--- src/rtl/shift_count_register.sv ---
// shift_count_register: CLR/LD/INC/DEC plus bit-serial shift/rotate.
// Optional macro SHIFT_COUNT_REGISTER_SAT_EN makes INC/DEC saturate.
module shift_count_register #(
  parameter int DATA_WIDTH  = 16,
  parameter int SHAMT_WIDTH = 4
) (
  input  logic                   clk,
  input  logic                   rst,
  input  logic                   op_valid,
  output logic                   op_ready,
  input  logic [2:0]             op,
  input  logic [1:0]             mode,
  input  logic                   fill_in,
  input  logic [SHAMT_WIDTH-1:0] shamt,
  input  logic [DATA_WIDTH-1:0]  din,
  output logic [DATA_WIDTH-1:0]  dout,
  output logic                   busy,
  output logic                   done,
  output logic                   carry,
  output logic                   zero
);

  localparam logic [2:0] OP_CLR = 3'b001;
  localparam logic [2:0] OP_LD  = 3'b010;
  localparam logic [2:0] OP_INC = 3'b011;
  localparam logic [2:0] OP_DEC = 3'b100;
  localparam logic [2:0] OP_SHR = 3'b101;
  localparam logic [2:0] OP_SHL = 3'b110;

  localparam logic [SHAMT_WIDTH-1:0] CNT_ONE =
    SHAMT_WIDTH'(1);

  typedef enum logic {
    S_IDLE,
    S_SHIFT
  } state_t;

  state_t                 r_state;
  state_t                 w_state_nxt;
  logic [DATA_WIDTH-1:0]  r_dout;
  logic [DATA_WIDTH-1:0]  w_dout_nxt;
  logic                   r_carry;
  logic                   w_carry_nxt;
  logic                   r_done;
  logic                   w_done_nxt;
  logic [SHAMT_WIDTH-1:0] r_cnt;
  logic [SHAMT_WIDTH-1:0] w_cnt_nxt;
  logic                   r_right;
  logic                   w_right_nxt;
  logic [1:0]             r_mode;
  logic [1:0]             w_mode_nxt;
  logic                   r_fill;
  logic                   w_fill_nxt;

  logic                   w_idle;
  logic                   w_s_right;
  logic [1:0]             w_s_mode;
  logic                   w_s_fill;
  logic [DATA_WIDTH:0]    w_step;

  // One bit of shift; returns {bit shifted out, new value}.
  function automatic logic [DATA_WIDTH:0] f_step(
    input logic [DATA_WIDTH-1:0] v,
    input logic                  right,
    input logic [1:0]            m,
    input logic                  f
  );
    logic b;
    if (right) begin
      unique case (m)
        2'b01:   b = v[DATA_WIDTH-1];
        2'b10:   b = v[0];
        default: b = f;
      endcase
      return {v[0], b, v[DATA_WIDTH-1:1]};
    end else begin
      unique case (m)
        2'b01:   b = 1'b0;
        2'b10:   b = v[DATA_WIDTH-1];
        default: b = f;
      endcase
      return {v[DATA_WIDTH-1], v[DATA_WIDTH-2:0], b};
    end
  endfunction

  assign w_idle    = (r_state == S_IDLE);
  assign w_s_right = w_idle ? (op == OP_SHR) : r_right;
  assign w_s_mode  = w_idle ? mode : r_mode;
  assign w_s_fill  = w_idle ? fill_in : r_fill;
  assign w_step    = f_step(r_dout, w_s_right,
                            w_s_mode, w_s_fill);

  assign op_ready = w_idle;
  assign busy     = (r_state == S_SHIFT);
  assign dout     = r_dout;
  assign carry    = r_carry;
  assign done     = r_done;
  assign zero     = (r_dout == '0);

  // Next-state and datapath decode.
  always_comb begin
    w_state_nxt = r_state;
    w_dout_nxt  = r_dout;
    w_carry_nxt = r_carry;
    w_done_nxt  = 1'b0;
    w_cnt_nxt   = r_cnt;
    w_right_nxt = r_right;
    w_mode_nxt  = r_mode;
    w_fill_nxt  = r_fill;
    unique case (r_state)
      S_IDLE: begin
        if (op_valid) begin
          w_done_nxt = 1'b1;
          unique case (op)
            OP_CLR: begin
              w_dout_nxt  = '0;
              w_carry_nxt = 1'b0;
            end
            OP_LD: begin
              w_dout_nxt  = din;
              w_carry_nxt = 1'b0;
            end
            OP_INC: begin
`ifdef SHIFT_COUNT_REGISTER_SAT_EN
              w_carry_nxt = &r_dout;
              if (!(&r_dout))
                w_dout_nxt = r_dout + 1'b1;
`else
              w_carry_nxt = &r_dout;
              w_dout_nxt  = r_dout + 1'b1;
`endif
            end
            OP_DEC: begin
`ifdef SHIFT_COUNT_REGISTER_SAT_EN
              w_carry_nxt = (r_dout == '0);
              if (r_dout != '0)
                w_dout_nxt = r_dout - 1'b1;
`else
              w_carry_nxt = (r_dout == '0);
              w_dout_nxt  = r_dout - 1'b1;
`endif
            end
            OP_SHR, OP_SHL: begin
              if (shamt != '0) begin
                w_dout_nxt  = w_step[DATA_WIDTH-1:0];
                w_carry_nxt = w_step[DATA_WIDTH];
                w_cnt_nxt   = shamt - CNT_ONE;
                w_right_nxt = (op == OP_SHR);
                w_mode_nxt  = mode;
                w_fill_nxt  = fill_in;
                if (shamt != CNT_ONE) begin
                  w_state_nxt = S_SHIFT;
                  w_done_nxt  = 1'b0;
                end
              end
            end
            default: ;
          endcase
        end
      end
      S_SHIFT: begin
        w_dout_nxt  = w_step[DATA_WIDTH-1:0];
        w_carry_nxt = w_step[DATA_WIDTH];
        w_cnt_nxt   = r_cnt - CNT_ONE;
        if (r_cnt == CNT_ONE) begin
          w_state_nxt = S_IDLE;
          w_done_nxt  = 1'b1;
        end
      end
      default: w_state_nxt = S_IDLE;
    endcase
  end

  // State and datapath registers, reset aborts any shift.
  always_ff @(posedge clk) begin
    if (rst) begin
      r_state <= S_IDLE;
      r_dout  <= '0;
      r_carry <= 1'b0;
      r_done  <= 1'b0;
      r_cnt   <= '0;
      r_right <= 1'b0;
      r_mode  <= 2'b00;
      r_fill  <= 1'b0;
    end else begin
      r_state <= w_state_nxt;
      r_dout  <= w_dout_nxt;
      r_carry <= w_carry_nxt;
      r_done  <= w_done_nxt;
      r_cnt   <= w_cnt_nxt;
      r_right <= w_right_nxt;
      r_mode  <= w_mode_nxt;
      r_fill  <= w_fill_nxt;
    end
  end

endmodule

--- config.mk ---
export PLATFORM = sky130hd
export DESIGN_NAME = shift_count_register
export DESIGN_NICKNAME = d
export VERILOG_FILES = /design/src/rtl/shift_count_register.sv
export SDC_FILE = /design/constraint.sdc
export NUM_CORES = 1
export LEC_CHECK = 0
export BUFFER_PORTS_ARGS = -buffer_cell sky130_fd_sc_hd__buf_2
export CAP_MARGIN = 0
export CORE_UTILIZATION = 61
export CTS_BUF_LIST = sky130_fd_sc_hd__clkbuf_16
export DETAILED_ROUTE_END_ITERATION = 10
export HOLD_SLACK_MARGIN = 0.15
export PLACE_DENSITY = 0.89
export SLEW_MARGIN = 10
export SYNTH_ARGS = -nofsm -noshare
export SYNTH_HDL_FRONTEND = slang
export SYNTH_SLANG_ARGS = --single-unit
export TNS_END_PERCENT = 30
--- constraint.sdc ---
create_clock -name clk -period 7.8 [get_ports clk]
set_input_delay 1.56 -clock clk [delete_from_list [all_inputs] [get_ports clk]]
set_output_delay 1.56 -clock clk [all_outputs]
set_load 0.05 [all_outputs]
## Word level (Yosys, flattened, before mapping)

Cells that the tools add are included.

| cells by class | value |
|---|---|
| bitwise logic cells | 1 |
| eq/ne operators | 16 |
| $add $sub $neg | 4 |
| multiplexer cells | 30 |
| reduce and logical (&&, ||, !) cells | 9 |

Operators with widths:

| operator | number |
|---|---|
| 16-bit case mux with 5 select lines | 1 |
| 16-bit 2-to-1 mux | 2 |
| 16-bit case mux with 2 select lines | 1 |
| 17-bit 2-to-1 mux | 1 |
| 16-bit by 1-bit adder with 16-bit output (second input constant) | 1 |
| 16-bit zero test | 1 |
| 16-bit AND reduction | 1 |
| 16-bit by 1-bit subtractor with 16-bit output (second input constant) | 1 |
| 1-bit 2-to-1 mux | 14 |
| 4-bit 2-to-1 mux | 3 |
| 1-bit case mux with 2 select lines | 5 |
| 3-bit equality test (second input constant) | 3 |
| 3-bit AND reduction | 3 |
| 4-bit case mux with 2 select lines | 1 |
| 4-bit by 1-bit subtractor with 4-bit output (second input constant) | 2 |
| 3-bit by 2-bit equality test with 1-bit output (second input constant) | 2 |
| 6-bit by 1-bit inequality test with 1-bit output (second input constant) | 1 |
| 5-bit by 2-bit inequality test with 1-bit output (second input constant) | 1 |
| 4-bit by 1-bit equality test with 1-bit output (second input constant) | 1 |
| 2-bit by 1-bit inequality test with 1-bit output (second input constant) | 2 |
| 4-bit by 1-bit inequality test with 1-bit output (second input constant) | 1 |
| 1-bit case mux with 4 select lines | 1 |
| 4-bit AND reduction | 1 |
| 4-bit nonzero test | 1 |
| other kinds (8) | 9 |

| word-level totals | value |
|---|---|
| input port bits | 29 |
| register bits after elaboration | 27 |
| word-level logic and storage cells | 68 |

## Depth between registers and ports, before layout

Gate-level depths: netlist of run 1.

| depth | value |
|---|---|
| depth in word-level cells | 8 |
| gate-level depth with buffers | 12 |

## Worst setup path after synthesis of run 1

OpenSTA, ideal clock, no wires.

| timing | value |
|---|---|
| path type | input -> register |
| from | input port op[1] |
| to | register r_dout[15] (netlist: dout[15]) |
| required time | 7.680 ns |
| path buffers | 1 |
| stages on the path | 11 |
| setup slack | 3.934 ns |
| arrival time | 3.746 ns |
| setup time | 0.120 ns |
| cell sequence | or3_1 buf_4 inv_6 ha_1 o211ai_1 o21ai_2 nor2_1 o21ba_2 a31oi_1 mux2_1 o31a_1 |

| on the way | value |
|---|---|
| cells in the longest elaborated chain, start to end | 7 |
| elaborated cells on any way between the ends | 16 |
| classes of those cells | eq/ne: 8; mux: 6; reduce/logical: 2 |

RTL lines:

| what | line | source |
|---|---|---|
| start, declared | 11 | `input logic [2:0] op,` |
| 3-bit equality test | 87, 114 |  |
| 1-bit 2-to-1 mux | 87 | `assign w_s_right = w_idle ? (op == OP_SHR) : r_right;` |
| 17-bit 2-to-1 mux | 69 | `if (right) begin` |
| 16-bit 2-to-1 mux | 144 | `if (shamt != '0) begin` |
| 16-bit case mux with 5 select lines | 114 | `unique case (op)` |
| 16-bit 2-to-1 mux | 112 | `if (op_valid) begin` |
| 16-bit case mux with 2 select lines | 110 | `unique case (r_state)` |
| end signal, assigned | 187 | `r_dout <= w_dout_nxt;` |
| end, declared | 40 | `logic [DATA_WIDTH-1:0] r_dout;` |

Several ways; a longest one is shown, not always the timed one. The select of a mux whose other input is x is not followed.
A chain may end at the register's enable or synchronous reset.

## Worst setup path in the final report of run 1

| timing | value |
|---|---|
| from | input port op[2] |
| to | register r_dout[10] (netlist: dout[10]) |

The elaborated chain is that of the path after synthesis.

==> flow_summary.json, run 1 <==
{
  "outcome": "finished clean",
  "gpl.final_weighted_congestion": 1.001,
  "hold_path.startpoint": "r_mode[0]$_SDFFE_PP0P_",
  "initial_antenna_violation_count": 0,
  "p_total_mw": 0.4887,
  "critical_path.max_fanout": 18,
  "synth.cells.most_frequent": "46 x sky130_fd_sc_hd__nor2_1, 30 x sky130_fd_sc_hd__a21oi_1, 28 x sky130_fd_sc_hd__nand2_1",
  "post-route-drc-count": 0,
  "fmax_ghz": 0.2375,
  "cts_setup_buffers": 0,
  "start_kind": "input port",
  "crit_path_cell_chain": "buf_2 -> inv_2 -> or3_1 -> inv_6 -> ha_1 -> and2b_1 -> o2111ai_1 -> a31oi_2 -> a21oi_2 -> xnor2_1 -> a221oi_1 -> a211oi_1",
  "slew_headroom": 0.2948,
  "overflow": 0,
  "p_leak_nw": 1.300,
  "worst-setup-path-type": "input port to flop",
  "synthesis.yosys.warnings": 0,
  "area_growth_syn_to_layout_pct": 10.29,
  "aggregate_negative_setup_slack_ns": 0,
  "timing.reg2reg.worst_path_depth": 9,
  "cts_tree": "built",
  "design.portCount": 50,
  "period_utilization": 0.5398,
  "cts_resized": 0,
  "pin_count_of_the_biggest_net_entering_global_routing": 36,
  "netlist.area_leader.share": 0.1933,
  "final_layout_size_suffix_gt1_frac": 0.2096,
  "netlist.top_cell.by_area": "sky130_fd_sc_hd__dfxtp_1",
  "num_antenna_cells": 0,
  "tritoncts_num_sinks": 27,
  "crit_arrival_ns": 4.31,
  "die_area_mm2": 0.004859,
  "maxSlewViolCount": 0,
  "synth_enable_flop_cells": 0,
  "finClkSkew_ns": 0.005990,
  "hp-class": "flop to flop",
  "vias": 3043,
  "first_global_vias": 2913,
  "finish.instance_area_mm2": 0.003084,
  "clkLatencyLatePin_ns": 0.27,
  "hold-worst-slack_ns": 0.5117,
  "drt_iter0_drc": 456,
  "clk_root_buffer_cell": "sky130_fd_sc_hd__clkbuf_16",
  "clockBufferDepth": 2,
  "ys_async_sr_fraction": 0,
  "crit_path_end_kind": "flop",
  "synth_flop_cell": "sky130_fd_sc_hd__dfxtp_1",
  "drtAntennaViolNets": 0,
  "worst_setup_hold_path_clk_slew_ns": 0.08,
  "synth.yosys.seq_area_share": 0.1933,
  "postLayoutSetupSlackWorst_ns": 3.589,
  "regToRegStartpoint": "dout[0]$_SDFFE_PP0P_",
  "r2r_slack_ns": 5.09,
  "worstReg2RegEnd": "dout[10]$_SDFFE_PP0P_",
  "layout.core_utilization": 0.7035,
  "synth_area_per_cell_um2": 7.725,
  "postRouteWirelength_mm": 8.214,
  "drv_cap": 0,
  "final_nets": 447,
  "synth.net_count": 412,
  "chipHeight_um": 69.71,
  "yosysUniqueCellTypes": 71,
  "start_util": 0.6378,
  "core_area_mm2": 0.004384,
  "via_density_per_instance": 6.792,
  "drt_pass1_iterations": 5,
  "tightestPinTransition_ns": 1.058,
  "synth-seq-cells": 27,
  "post_synthesis_cell_area_mm2": 0.002796,
  "ir_worst_vdd_uv": 88.32,
  "ys_top_cells_by_area": "sky130_fd_sc_hd__dfxtp_1 19%, sky130_fd_sc_hd__ha_1 8.9%, sky130_fd_sc_hd__nor2_1 6.2%",
  "setup_violations": 0,
  "worstPathRequired_ns": 7.90,
  "final.min_clock_period_ns": 4.211,
  "cts_made_buffers": 3,
  "grt_setup_unrepaired": "false",
  "dpl.hpwl_mm": 5.865,
  "count_of_endpoints_failing_hold_in_the_final_timing_report": 0,
  "post_drt_wl_per_cell_um": 18.33,
  "crit_path_max_incr_delay_ns": 0.47,
  "power.density_mw_per_mm2": 158.5,
  "floorplan.die.width_um": 69.71,
  "synthMostInstantiatedCell": "sky130_fd_sc_hd__nor2_1",
  "cp-startpoint": "op[2]",
  "grt_pass1_wl_mm": 13.74,
  "placement_rows": 24,
  "placement.io_buffers": 49,
  "cpMaxStageDelayCell": "sky130_fd_sc_hd__or3_1",
  "cts_htree_levels": 1,
  "layoutNonFillerInstCount": 448,
  "groute.usage.overall": 0.3471,
  "worstSetupEndpoint": "dout[10]$_SDFFE_PP0P_",
  "instance_area_after_placement_mm2": 0.003004,
  "cts_hold_repair.buffers": 0,
  "netlist_instances": 362,
  "placed_cells_incl_taps": 444,
  "dp_worst_slack_ns": 3.372
}
-- state kept, by name (all words and copies together) (netlist names) --
register  count
r_mode        2
busy          1
r_cnt         4
done          1
carry         1
r_right       1
r_fill        1
dout         16
-- worst max-delay path: cells and delay by family --
kind	cells	cell delay [ns]
AND/OR/NAND/NOR	2	0.69
AO/OA/AOI/OAI	5	1.08
XOR/XNOR	1	0.08
adder cells (fa/ha/maj)	1	0.29
buffers and inverters	3	0.59
-- report_power, final --
part	switching [mW]	total, mW	internal (mW)
clock network	0.0554	0.125	0.0695
logic	0.124	0.190	0.0660
registers	0.0240	0.174	0.150
total	0.204	0.489	0.285
-- cells in the final DEF, fill, tap and decap left out, drive strengths merged, types with 5 or more instances in the layout --
cell type and count:
a211oi 7, ha 20, nor2 49, o21ai 21, nor4 5, dfxtp 27, xnor2 9, buf 50
nor3 11, nand2 28, a22oi 6, a21oi 31, nand3 8, o211ai 10, a221oi 5, mux2 9
mux2i 15, a31oi 5, inv 16
-- final cells by class --
type / instances / area (um2)
Sequential cell: 27 / 540.5
Tap cell: 52 / 65.06
Fill cell: 359 / 1300
Clock inverter: 1 / 5.005
Clock buffer: 3 / 75.07
Timing Repair Buffer: 50 / 252.7
Inverter: 16 / 65.06
Multi-Input combinational cell: 299 / 2081
-- worst min path at each step --
stage          cells after the start  slack [ns]                     end
2_1_floorplan                      2        0.45     r_fill$_SDFFE_PP0P_
3_3_place_gp                       2        0.47     r_fill$_SDFFE_PP0P_
3_5_place_dp                       2        0.49  r_mode[0]$_SDFFE_PP0P_
4_1_cts                            2        0.51  r_mode[0]$_SDFFE_PP0P_
5_1_grt                            2        0.55  r_mode[1]$_SDFFE_PP0P_
6_report                           2        0.51  r_mode[0]$_SDFFE_PP0P_
-- cell families after synthesis --
family	after synthesis	share of synthesized area
compound gates	117	0.2989
xor+xnor	13	0.04072
fa+ha+maj	22	0.1002
buf+inv	36	0.06264
flops	27	0.1933
mux	24	0.09127
simple gates	123	0.2130
-- metal layers --
metal,share of wire,global-route usage
met3,0.099,0.04942
met2,0.45,0.5534
met4,0.032,0.1489
met5,0,0
met1,0.42,0.4680
No activity file was read; power rests on OpenSTA's default activity.
==> run 2, diff against run 1 <==
Settings changed: CORE_UTILIZATION 61 to 57, PLACE_DENSITY 0.89 to 0.84.
Clock period 7.8 ns to 4.3 ns, I/O delays scaled along.
==> run 2 against run 1 <==
Effect of this change:
- global-route usage is 3.2 points lower
- sequential power is 84% higher
- sequential cell count unchanged
- critical path depth stayed put
- via count down 0.46%
- sequential share of layout area shrank 0.18 points
- worst setup slack worse by 2.8 ns
- critical endpoint unchanged
- clock-buffer cell count stayed put
- power up 81%
- non-clock buffer count is 2 higher
- final area grew 1.1%
- combinational power is 80% higher
==> flow_summary.json, run 2 (synthesis gave the netlist of run 1 again) <==
{
  "cts_resized": 0,
  "postLayoutSetupSlackWorst_ns": 0.7874,
  "area_growth_syn_to_layout_pct": 11.45,
  "cts_htree_levels": 1,
  "p_seq_frac": 0.362,
  "largest_reg_flops": 16,
  "power_switching_share": 0.4141,
  "num_antenna_cells": 0,
  "power_report.internal_total_mw": 0.5181,
  "groute.usage.overall": 0.3148,
  "cpMaxStageDelayCell": "sky130_fd_sc_hd__or3_1",
  "final_nets": 449,
  "chipHeight_um": 72.04,
  "clock_power_share": 0.251,
  "post-route-drc-count": 0,
  "drv_cap": 0,
  "drt_pass1_iterations": 5,
  "critical_path.max_fanout": 18,
  "final_common_cell": "sky130_fd_sc_hd__buf_2",
  "outcome": "finished clean",
  "tritoncts_num_sinks": 27,
  "worst_setup_hold_path_clk_slew_ns": 0.08,
  "hp-class": "flop to flop",
  "most-common-layout-cells": "49 x sky130_fd_sc_hd__buf_2, 46 x sky130_fd_sc_hd__nor2_1, 30 x sky130_fd_sc_hd__a21oi_1",
  "comb_power_share": 0.387,
  "power.density_mw_per_mm2": 283.7,
  "hold-worst-slack_ns": 0.4988,
  "start_util": 0.5921,
  "grt_setup_unrepaired": "false",
  "post_drt_wl_per_cell_um": 17.52,
  "placement.io_buffers": 49,
  "gpl.final_weighted_congestion": 0.9607,
  "overflow": 0,
  "via_density_per_instance": 6.514,
  "postRouteWirelength_mm": 8.149,
  "final.min_clock_period_ns": 3.513,
  "dp_worst_slack_ns": 0.5575,
  "drtAntennaViolNets": 0,
  "p_leak_nw": 1.311,
  "period_utilization": 0.8169,
  "maxSlewViolCount": 0,
  "clkLatencyLatePin_ns": 0.27,
  "core_area_mm2": 0.004723,
  "critPathTopFamily": "compound AO/OA/AOI/OAI gates",
  "cts_made_buffers": 3,
  "dpl.hpwl_mm": 5.884,
  "start_kind": "input port",
  "finClkSkew_ns": 0.009953,
  "layout.core_utilization": 0.6599,
  "crit_path_max_incr_delay_ns": 0.48,
  "aggregate_negative_setup_slack_ns": 0,
  "fmax_ghz": 0.2847,
  "die_area_mm2": 0.005190,
  "drt_iter0_drc": 438,
  "power.switching_mw": 0.3662,
  "clk_root_buffer_cell": "sky130_fd_sc_hd__clkbuf_16",
  "crit_path_end_kind": "flop",
  "setup_violations": 0,
  "design.portCount": 50,
  "grt_pass1_wl_mm": 13.08,
  "floorplan.die.width_um": 72.04,
  "ir_worst_vdd_uv": 160.0,
  "clockBufferDepth": 2,
  "cts_hold_repair.buffers": 0,
  "worstPathRequired_ns": 4.42,
  "count_of_endpoints_failing_hold_in_the_final_timing_report": 0,
  "vias": 3029,
  "final_layout_size_suffix_gt1_frac": 0.2111,
  "initial_antenna_violation_count": 0,
  "crit_arrival_ns": 3.63,
  "placement_rows": 25,
  "tightestPinTransition_ns": 0.9315,
  "worst-setup-path-type": "input port to flop",
  "cts_setup_buffers": 0,
  "pin_count_of_the_biggest_net_entering_global_routing": 30,
  "cts_tree": "built",
  "p_total_mw": 0.8844,
  "crit_path_cell_chain": "buf_2 -> inv_2 -> or3_1 -> inv_6 -> ha_1 -> and2b_1 -> o2111ai_1 -> a31oi_2 -> a21oi_2 -> xnor2_1 -> a221oi_1 -> a211oi_1",
  "cp_num_buf_inv": 3,
  "first_global_vias": 2695,
  "slew_headroom": 0.3782
}
-- run 2: final timing paths --
kind / endpoint / slack, ns / cells past startpoint / startpoint
setup / recovery: dout[10]$_SDFFE_PP0P_ / 0.79 / 12 / op[2]
hold / removal: r_fill$_SDFFE_PP0P_ / 0.50 / 2 / r_fill$_SDFFE_PP0P_
setup reg to reg: dout[10]$_SDFFE_PP0P_ / 1.60 / 9 / dout[0]$_SDFFE_PP0P_
hold reg to reg: r_fill$_SDFFE_PP0P_ / 0.50 / 2 / r_fill$_SDFFE_PP0P_
-- run 2: layer usage --
layer  part of all wire  GRT usage  wire length, um  vias to the layer above
li1                   -          -                -                     1429
met1               0.44     0.4388             3555                     1383
met2               0.45     0.5021             3663                      199
met3              0.099    0.04444              806                       18
met4              0.015     0.1002              123                        0
met5                  0          0                0                        -
-- run 2: power by group through the flow --
stage               clock network, mW  logic [mW]  registers [mW]
finish                          0.222       0.342           0.320
global route                    0.228       0.372           0.322
CTS                             0.220       0.337           0.317
detailed placement                  0       0.335           0.323
global placement                    0       0.330           0.322
floorplan                           0       0.212           0.360
-- run 2: worst min-delay path, cell delays in order (launching register included) --
cell	delay [ns]
sky130_fd_sc_hd__dfxtp_1	0.33
sky130_fd_sc_hd__mux2i_1	0.07
sky130_fd_sc_hd__nor2_1	0.07
-- run 2: cell type report --
class | instances | area (um2)
clock buffers | 3 | 75.07
clock inverters | 1 | 3.754
fillers | 416 | 1607
inverters | 16 | 65.06
multi-input cells | 299 | 2081
flip-flops and latches | 27 | 540.5
well taps | 67 | 83.83
repair buffers | 52 | 267.8
-- run 2: stage by stage --
step,cells,area (um2)
6_report,465,3117
5_1_grt,465,3117
4_1_cts,465,3117
3_5_place_dp,461,3038
3_3_place_gp,461,3038
2_1_floorplan,362,2796
